==> src/rtl/fetch_stage_if.sv <==
// rtl/fetch_stage_if.sv - instruction memory request/response bus for fetch_stage
interface fetch_stage_if;
    logic        imem_req;
    logic [31:0] imem_addr;
    logic [31:0] imem_rdata;
    logic        imem_ready;

    modport master (
        output imem_req,
        output imem_addr,
        input  imem_rdata,
        input  imem_ready
    );

    modport slave (
        input  imem_req,
        input  imem_addr,
        output imem_rdata,
        output imem_ready
    );
endinterface

==> src/rtl/fetch_stage.sv <==
// rtl/fetch_stage.sv - IF stage with IF/ID register, stall hold and redirect kill; option FETCH_ALIGN_CHECK_EN
module fetch_stage #(
    parameter logic [31:0] RESET_PC = 32'h0000_0000,
    parameter logic [31:0] NOP_INST = 32'h0000_0013
) (
    input  logic              clk,
    input  logic              rst_n,
    input  logic              if_we,
    input  logic              flush,
    input  logic [1:0]        m4_1_cnt,
    input  logic [31:0]       branch_target,
    input  logic [31:0]       jalr_target,
    fetch_stage_if.master     imem,
    output logic [31:0]       id_inst,
    output logic [31:0]       id_pc,
    output logic [31:0]       id_pc4,
    output logic              id_valid,
    output logic              fetch_fault
);

    typedef enum logic [1:0] {
        S_FETCH = 2'd0,
        S_HOLD  = 2'd1,
        S_KILL  = 2'd2
    } state_t;

    state_t      state, state_n;
    logic [31:0] pc, pc_n;
    logic [31:0] hold_reg, hold_n;
    logic [31:0] kill_addr, kill_n;
    logic [31:0] inst_n, idpc_n, idpc4_n;
    logic        valid_n;
    logic [31:0] raw_target, target, pc_plus4;

    assign pc_plus4   = pc + 32'd4;
    assign raw_target = (m4_1_cnt == 2'b10) ? (jalr_target & ~32'h1) : branch_target;

`ifdef FETCH_ALIGN_CHECK_EN
    logic fault_q, fault_n;
    assign target      = raw_target;
    assign fetch_fault = fault_q;
`else
    assign target      = raw_target & 32'hFFFF_FFFC;
    assign fetch_fault = 1'b0;
`endif

    always_ff @(posedge clk or negedge rst_n) begin
        if (!rst_n) begin
            state     <= S_FETCH;
            pc        <= RESET_PC;
            hold_reg  <= 32'd0;
            kill_addr <= 32'd0;
            id_inst   <= NOP_INST;
            id_pc     <= 32'd0;
            id_pc4    <= 32'd0;
            id_valid  <= 1'b0;
`ifdef FETCH_ALIGN_CHECK_EN
            fault_q   <= 1'b0;
`endif
        end else begin
            state     <= state_n;
            pc        <= pc_n;
            hold_reg  <= hold_n;
            kill_addr <= kill_n;
            id_inst   <= inst_n;
            id_pc     <= idpc_n;
            id_pc4    <= idpc4_n;
            id_valid  <= valid_n;
`ifdef FETCH_ALIGN_CHECK_EN
            fault_q   <= fault_n;
`endif
        end
    end

    always_comb begin
        state_n        = state;
        pc_n           = pc;
        hold_n         = hold_reg;
        kill_n         = kill_addr;
        inst_n         = id_inst;
        idpc_n         = id_pc;
        idpc4_n        = id_pc4;
        valid_n        = id_valid;
        imem.imem_req  = 1'b0;
        imem.imem_addr = pc;
`ifdef FETCH_ALIGN_CHECK_EN
        fault_n        = fault_q;
`endif

        case (state)
            S_FETCH: begin
                imem.imem_req = 1'b1;
                if (flush) begin
                    inst_n  = NOP_INST;
                    valid_n = 1'b0;
                    pc_n    = target;
                    if (!imem.imem_ready) begin
                        kill_n  = pc;
                        state_n = S_KILL;
                    end
                end else if (imem.imem_ready) begin
                    if (if_we) begin
                        inst_n  = imem.imem_rdata;
                        idpc_n  = pc;
                        idpc4_n = pc_plus4;
                        valid_n = 1'b1;
                        pc_n    = pc_plus4;
                    end else begin
                        hold_n  = imem.imem_rdata;
                        state_n = S_HOLD;
                    end
                end else if (if_we) begin
                    inst_n  = NOP_INST;
                    valid_n = 1'b0;
                end
            end
            S_HOLD: begin
                if (flush) begin
                    inst_n  = NOP_INST;
                    valid_n = 1'b0;
                    hold_n  = 32'd0;
                    pc_n    = target;
                    state_n = S_FETCH;
                end else if (if_we) begin
                    inst_n  = hold_reg;
                    idpc_n  = pc;
                    idpc4_n = pc_plus4;
                    valid_n = 1'b1;
                    pc_n    = pc_plus4;
                    state_n = S_FETCH;
                end
            end
            S_KILL: begin
                // The cancelled request must stay on the bus until memory answers it.
                imem.imem_req  = 1'b1;
                imem.imem_addr = kill_addr;
                if (flush) begin
                    inst_n  = NOP_INST;
                    valid_n = 1'b0;
                    pc_n    = target;
                end else if (if_we) begin
                    inst_n  = NOP_INST;
                    valid_n = 1'b0;
                end
                if (imem.imem_ready) state_n = S_FETCH;
            end
            default: state_n = S_FETCH;
        endcase

`ifdef FETCH_ALIGN_CHECK_EN
        if (fault_q) begin
            state_n       = state;
            pc_n          = pc;
            hold_n        = hold_reg;
            kill_n        = kill_addr;
            inst_n        = NOP_INST;
            valid_n       = 1'b0;
            imem.imem_req = 1'b0;
        end else if (flush && (raw_target[1:0] != 2'b00)) begin
            fault_n = 1'b1;
        end
`endif
    end

endmodule

==> src/flat_wrapper.sv <==
// flat-port wrapper written by rule: the top's interface ports become plain ports
module fetch_stage_flat 
#(
    parameter logic [31:0] RESET_PC = 32'h0000_0000,
    parameter logic [31:0] NOP_INST = 32'h0000_0013
)
  (clk, rst_n, if_we, flush, m4_1_cnt, branch_target, jalr_target, id_inst, id_pc, id_pc4, id_valid, fetch_fault, imem_imem_req, imem_imem_addr, imem_imem_rdata, imem_imem_ready);
  fetch_stage_if imem_i ();
  input  logic clk;
  input  logic rst_n;
  input  logic if_we;
  input  logic flush;
  input  logic [1:0] m4_1_cnt;
  input  logic [31:0] branch_target;
  input  logic [31:0] jalr_target;
  output logic [31:0] id_inst;
  output logic [31:0] id_pc;
  output logic [31:0] id_pc4;
  output logic id_valid;
  output logic fetch_fault;
  output wire logic [$bits(imem_i.imem_req)-1:0] imem_imem_req;
  output wire logic [$bits(imem_i.imem_addr)-1:0] imem_imem_addr;
  input wire logic [$bits(imem_i.imem_rdata)-1:0] imem_imem_rdata;
  input wire logic [$bits(imem_i.imem_ready)-1:0] imem_imem_ready;
  assign imem_imem_req = imem_i.imem_req;
  assign imem_imem_addr = imem_i.imem_addr;
  assign imem_i.imem_rdata = imem_imem_rdata;
  assign imem_i.imem_ready = imem_imem_ready;
  fetch_stage #(.RESET_PC(RESET_PC), .NOP_INST(NOP_INST)) u_core (.clk(clk), .rst_n(rst_n), .if_we(if_we), .flush(flush), .m4_1_cnt(m4_1_cnt), .branch_target(branch_target), .jalr_target(jalr_target), .imem(imem_i), .id_inst(id_inst), .id_pc(id_pc), .id_pc4(id_pc4), .id_valid(id_valid), .fetch_fault(fetch_fault));
endmodule
==> config.mk <==
export PLATFORM = sky130hd
export DESIGN_NAME = fetch_stage_flat
export DESIGN_NICKNAME = d
export VERILOG_FILES = /design/src/rtl/fetch_stage_if.sv /design/src/rtl/fetch_stage.sv /design/src/flat_wrapper.sv
export SDC_FILE = /design/constraint.sdc
export NUM_CORES = 1
export LEC_CHECK = 0
export CORE_MARGIN = 2
export CORE_UTILIZATION = 35
export CTS_BUF_LIST = sky130_fd_sc_hd__clkbuf_16
export CTS_CLUSTER_DIAMETER = 120
export DETAILED_ROUTE_END_ITERATION = 8
export SLEW_MARGIN = 20
export SYNTH_ARGS = -nofsm -noshare
export SYNTH_HDL_FRONTEND = slang
export SYNTH_SLANG_ARGS = --single-unit
==> constraint.sdc <==
create_clock -name clk -period 2.9 [get_ports clk]
set_input_delay 0.435 -clock clk [delete_from_list [all_inputs] [get_ports clk]]
set_output_delay 0.435 -clock clk [all_outputs]
set_load 0.05 [all_outputs]
==> reports/qor.csv, run 1 <==
stage;metric;value;unit
logic_synthesis;syn_area_per_cell;10.57;µm²
timing;clock skew after layout;0.008240;ns
clock_tree;CTS Buffer Depth;2;
logic_synthesis;register area share after synthesis;50.77;%
floorplanning;Die Area;0.02767;mm²
drt;Detail Route Antenna Nets;0;
worst_setup_path;reg-to-reg endpoint;u_core.pc[2];
worst_setup_path;Worst EP arrival;2.34;ns
cells_and_area;commonest non-fill, non-tap cells in the layout;clkdlybuf4s50_1, dfrtp_1, mux2_2;
clock_tree;CTS tree;yes;
drt;met2 wire length;11980;µm
clock_tree;Worst-Skew Late Latency;0.43;ns
drt;max layer used;met4;
cells_and_area;Design Area, Final;0.01245;mm²
run_status;status;completed;
worst_setup_path;crit start category;flip-flop;
clock_tree;CTS resizes;0;
power;VDD IR max;0.0006751;V
grt;pin count of the biggest net entering global routing;78;
drt;Iteration-0 DRC Markers;326;
placed_design;global placer's final weighted congestion;0.7785;
worst_setup_path;CP required;2.47;ns
drt;wire per inst;18.47;µm
grt;grt ovf;0;
clock_tree;H-tree depth;4;
clock_tree;clk sinks;187;
timing;setup TNS;0;ns
clock_tree;Root Buffer;clkbuf_16;
clock_tree;post-CTS setup buffers;0;
worst_setup_path;Worst Setup End Kind;primary output;
clock_tree;hold_buf cts;0;
timing;Tmin final;2.775;ns
placed_design;Port Buf Inserts;222;
logic_synthesis;EDFF count, synth;0;
grt;Tot GR Track Use;19.11;%
logic_synthesis;Synth Instances;873;
timing;Tcrit/Tclk final;95.69;%
drt;DR DRC count;0;
timing;worst-margin pin slew;0.8989;ns
cells_and_area;FF/Latch Area;0.004683;mm²
grt;vias in the first global route;7411;
drt;Vias/cell;5.276;
floorplanning;initial core utilization;35.50;%
logic_synthesis;post-synthesis cell area;0.009224;mm²
worst_setup_path;crit path max fanout;13;
cells_and_area;most common library cell in the layout ignoring fill and taps;clkdlybuf4s50_1;
floorplanning;Die Y;166.3;µm
power;LEAKAGE;5.044;nW
timing;final setup vio count;0;
logic_synthesis;async set-or-reset flop fraction in the synthesized netlist;100.0;%
cells_and_area;Multi-input gate area;0.004198;mm²
worst_setup_path;Worst R2R Start;u_core.state[0];
worst_setup_path;worst reg2reg path depth;7;
cells_and_area;ANT cells;0;
floorplanning;Core ar.;0.02598;mm²
cells_and_area;share of layout cells above drive strength 1;20.83;%
floorplanning;Rows;59;
clock_tree;Worst-path clk slew;0.07;ns
power;pwr/cell area;1222;mW/mm²
drt;DR vias;7492;
grt;global-route wire length before repair;42190;µm
timing;Fmax;360.4;MHz
timing;Fin Hold WS;0.04417;ns
timing;pins over their slew limit;0;
logic_synthesis;Yosys cell types;58;
timing;RSZ-0062 raised after global routing;no;
cells_and_area;Layout Nets;1181;
logic_synthesis;synth warn;0;
cells_and_area;Fillers;2451;
worst_setup_path;CP Class;flip-flop to primary output;
grt;antenna violations before repair;1;
logic_synthesis;register bit count reported by yosys;187;
placed_design;hpwl dp;18280;µm
worst_setup_path;reg-to-reg slack, setup;0.45;ns
drt;DRT met1 WL;11670;µm
floorplanning;Die X;166.3;µm
worst_hold_path;worst min path class;input port to asynchronous set/reset pin;
drt;DRT Wirelength;26230;µm
drt;DRT Pass-1 Iters;5;
cells_and_area;P&R area growth vs syn;35.00;%
flow_run;max-cap violations;0;
logic_synthesis;Primary FF master, synth;dfrtp_1;
drt;Met3 Wirelength;2202;µm
timing;slew margin rel.;40.08;%
floorplanning;IO Count;234;
timing;final hold viol count;0;
clock_tree;cts bufs inserted;17;
placed_design;DP Area;0.01191;mm²
==> kinds of logic after synthesis <==
logic type / after synthesis / share of synthesized area, %
mux: 114 / 13.70
xor+xnor: 28 / 2.659
flops: 187 / 50.77
buf+inv: 99 / 4.598
compound gates: 236 / 17.05
other cells: 1 / 0.04066
simple gates: 203 / 10.50
fa+ha+maj: 5 / 0.6782
==> power by group <==
group / switching [mW] / internal, mW / total [mW] / leakage [nW]
combinational: 5.18 / 3.10 / 8.29 / 2.55
sequential: 0.943 / 3.78 / 4.72 / 2.23
clock: 1.10 / 1.12 / 2.21 / 0.261
total: 7.22 / 8.00 / 15.2 / 5.04
==> worst max-delay path by stage <==
stage                    startpoint            endpoint  slack (ns)  cells after the start
detailed placement            flush        u_core.pc[2]        0.44                      6
floorplan           u_core.state[0]  imem_imem_addr[31]        0.27                      5
finish              u_core.state[0]   imem_imem_addr[4]        0.12                      5
CTS                 u_core.state[0]   imem_imem_addr[2]        0.09                      5
global placement              flush        u_core.pc[2]        0.46                      6
global route        u_core.state[0]   imem_imem_addr[2]       0.002                      5
==> through the flow <==
stage | util (%) | power, mW | setup WS (ns) | instances
3_3_place_gp | 45.83 | 13.00 | 0.4641 | 1389
2_1_floorplan | - | 10.25 | 0.2700 | 879
5_1_grt | 47.92 | 16.08 | 0.001633 | 1420
6_report | 47.92 | 15.22 | 0.1249 | 1420
4_1_cts | 47.92 | 15.35 | 0.08728 | 1420
3_5_place_dp | 45.83 | 13.09 | 0.4366 | 1389
==> cell usage after synthesis (3+ instances only) <==
library cell	count	area share, %
o22a_1	9	0.85
dfrtp_1	184	50
or2_2	3	0.20
buf_1	9	0.37
o21ai_0	46	2.5
mux2i_1	16	1.7
nor2b_1	10	0.68
nand3_1	15	0.81
dfstp_2	3	0.85
or3_1	3	0.20
xnor2_1	11	1.0
mux2_2	98	12
inv_1	11	0.45
a211oi_1	14	1.1
nand2_1	70	2.8
nor2_1	53	2.2
a31o_2	3	0.28
a21oi_1	59	3.2
xor2_1	17	1.6
buf_2	14	0.76
clkbuf_1	55	2.2
nor3_1	13	0.71
a31oi_1	5	0.34
o22ai_1	13	0.88
a22oi_1	30	2.4
a22o_1	33	3.1
buf_4	9	0.73
a2bb2oi_1	7	0.66
ha_1	5	0.68
nand4_1	10	0.68
and3_1	5	0.34
nor4_1	6	0.41
==> per-layer routing <==
metal  track usage (%)  up-vias
li1                  -     3530
met1             25.71     3682
met2             29.93      258
met3             6.053       22
met4             5.135        0
met5                 0        -
==> worst max-delay path, stage by stage (launching register included) <==
cell and delay, ns:
dfrtp_1 0.47, inv_1 0.12, ha_2 0.43, buf_4 0.32, mux2_2 0.37, buf_4 0.19
==> cell type report <==
| class | instances | share of cell area, % |
|---|---|---|
| clock buffers | 17 | 3.416 |
| clock inverters | 14 | 0.9345 |
| inverters | 11 | 0.3316 |
| multi-input cells | 593 | 33.71 |
| flip-flops and latches | 187 | 37.61 |
| well taps | 335 | 3.366 |
| repair buffers | 263 | 20.63 |
No activity file was read; power rests on OpenSTA's default activity.
==> inputs of run 2 (changes only) <==
--- a/config.mk
+++ b/config.mk
@@ -6,10 +6,11 @@
 export NUM_CORES = 1
 export LEC_CHECK = 0
 export CORE_MARGIN = 2
-export CORE_UTILIZATION = 35
+export CORE_UTILIZATION = 45
 export CTS_BUF_LIST = sky130_fd_sc_hd__clkbuf_16
 export CTS_CLUSTER_DIAMETER = 120
 export DETAILED_ROUTE_END_ITERATION = 8
+export PLACE_DENSITY = 0.74
 export SLEW_MARGIN = 20
 export SYNTH_ARGS = -nofsm -noshare
 export SYNTH_HDL_FRONTEND = slang
==> reports/qor.csv, run 2 (synthesis results as in run 1) <==
stage;metric;value;unit;change
timing;Tmin final;2.679;ns;-0.09637 ns
drt;DRT Pass-1 Iters;5;;unchanged
cells_and_area;Layout Nets;1180;;-0.085%
cells_and_area;share of layout cells above drive strength 1;20.92;%;+0.092 points
placed_design;Port Buf Inserts;222;;unchanged
timing;final worst slack;0.2213;ns;+0.09637 ns
grt;antenna violations before repair;0;;-1
clock_tree;CTS resizes;0;;unchanged
timing;pins over their slew limit;0;;unchanged
clock_tree;CTS Buffer Depth;2;;unchanged
worst_setup_path;Worst R2R Start;u_core.state[1];;
clock_tree;CTS tree;yes;;
drt;DRT Wirelength;25130;µm;-4.2%
floorplanning;Die X;147.2;µm;-12%
drt;DR DRC count;0;;unchanged
power;Pwr Total;15.35;mW;+0.88%
worst_setup_path;CP Class;flip-flop to primary output;;
clock_tree;post-CTS setup buffers;0;;unchanged
floorplanning;Rows;52;;-12%
timing;final hold viol count;7;;+7
timing;worst-margin pin slew;1.001;ns;+0.1024 ns
grt;vias in the first global route;7388;;-0.31%
clock_tree;H-tree depth;4;;unchanged
worst_hold_path;worst min path class;input port to asynchronous set/reset pin;;
cells_and_area;ANT cells;0;;unchanged
drt;Iteration-0 DRC Markers;512;;+57%
grt;pin count of the biggest net entering global routing;71;;-9.0%
floorplanning;Die Area;0.02166;mm²;-22%
floorplanning;initial core utilization;45.73;%;+10 points
clock_tree;Worst-Skew Late Latency;0.44;ns;about the same
timing;slew margin rel.;33.25;%;-6.8 points
cells_and_area;non-filler cells, final;1355;;-4.6%
floorplanning;IO Count;234;;unchanged
placed_design;dpl cells;1323;;-4.8%
clock_tree;hold_buf cts;0;;unchanged
worst_setup_path;Worst EP arrival;2.24;ns;-0.10 ns
power;pwr/cell area;1237;mW/mm²;+1.2%
timing;Tcrit/Tclk final;92.37;%;-3.3 points
worst_setup_path;crit start category;flip-flop;;
drt;Detail Route Antenna Nets;0;;unchanged
power;VDD IR max;0.0005171;V;-23%
timing;final setup vio count;0;;unchanged
timing;RSZ-0062 raised after global routing;no;;
grt;Tot GR Track Use;23.29;%;+4.2 points
run_status;status;complete, but fails checks;;
timing;clock skew after layout;0.01057;ns;+0.002330 ns
drt;wire per inst;18.55;µm;+0.42%
placed_design;Placement Setup Slack;0.4088;ns;-0.02785 ns
floorplanning;Die Y;147.2;µm;-12%
grt;global-route wire length before repair;40030;µm;-5.1%
cells_and_area;most common library cell in the layout ignoring fill and taps;clkdlybuf4s50_1;;
clock_tree;clk sinks;187;;unchanged
drt;Vias/cell;5.518;;+4.6%
placed_design;global placer's final weighted congestion;0.8314;;+6.8%
worst_setup_path;Worst Setup End Kind;primary output;;
clock_tree;Worst-path clk slew;0.07;ns;about the same
power;LEAKAGE;5.064;nW;+0.39%
flow_run;max-cap violations;0;;unchanged
cells_and_area;P&R area growth vs syn;34.59;%;
worst_setup_path;CP required;2.47;ns;about the same
placed_design;hpwl dp;17330;µm;-5.2%
clock_tree;Root Buffer;clkbuf_16;;
worst_setup_path;crit path max fanout;15;;+2
timing;Fmax;373.3;MHz;+3.6%
grt;grt ovf;0;;unchanged
floorplanning;Core ar.;0.02017;mm²;-22%
worst_setup_path;CP startpoint;u_core.state[0];;
timing;setup TNS;0;ns;unchanged
timing;Fin Hold WS;-0.009640;ns;-0.05380 ns
clock_tree;cts bufs inserted;17;;unchanged
run_status;failing checks;negative hold slack;;
drt;DR vias;7477;;-0.20%
cells_and_area;commonest non-fill, non-tap cells in the layout;clkdlybuf4s50_1, dfrtp_1, mux2_2;;
[run 2: final timing paths]
path	end	slack (ns)	cells past startpoint
max in group asynchronous	u_core.hold_reg[27]	2.12	2
max	imem_imem_addr[18]	0.22	5
min reg2reg	u_core.id_inst[9]	0.49	2
min	u_core.id_pc[25]	-0.01	1
max reg2reg	u_core.pc[12]	0.37	6
min in group clk	u_core.id_inst[9]	0.49	2
[run 2: power by group]
group	internal, mW	leakage, nW	switching (mW)
registers	3.78	2.23	0.965
clock network	1.20	0.279	1.09
logic	3.14	2.55	5.18
[run 2: cell type report]
cell class	instances	area, µm²
flip-flops and latches	187	4683
fillers	1643	7755
inverters	11	41.29
repair buffers	262	2586
well taps	270	337.8
clock buffers	17	425.4
multi-input cells	593	4198
clock inverters	15	142.6
[run 2: critical path, stage by stage (launching register included)]
cell	delay, ns
dfrtp_1	0.45
inv_1	0.11
ha_2	0.35
buf_4	0.32
mux2_2	0.37
buf_4	0.19
[run 2: per-layer routing]
layer / up-vias / routed length (µm) / track usage (%) / part of all wire, %
li1: 3531 / - / - / -
met1: 3684 / 10770 / 31.36 / 43
met2: 240 / 12030 / 37.15 / 48
met3: 22 / 1994 / 7.205 / 7.9
met4: 0 / 333 / 5.529 / 1.3
met5: - / 0 / 0 / 0
[run 2: stage by stage]
stage	hold slack [ns]	utilization, %	instance area [µm²]
after floorplan	0.1394	-	9246
after global placement	0.4615	58.73	11850
after detailed placement	0.4727	58.73	11850
after CTS	0.02633	61.55	12410
after global routing	0.04779	61.55	12410
final	-0.009640	61.55	12410
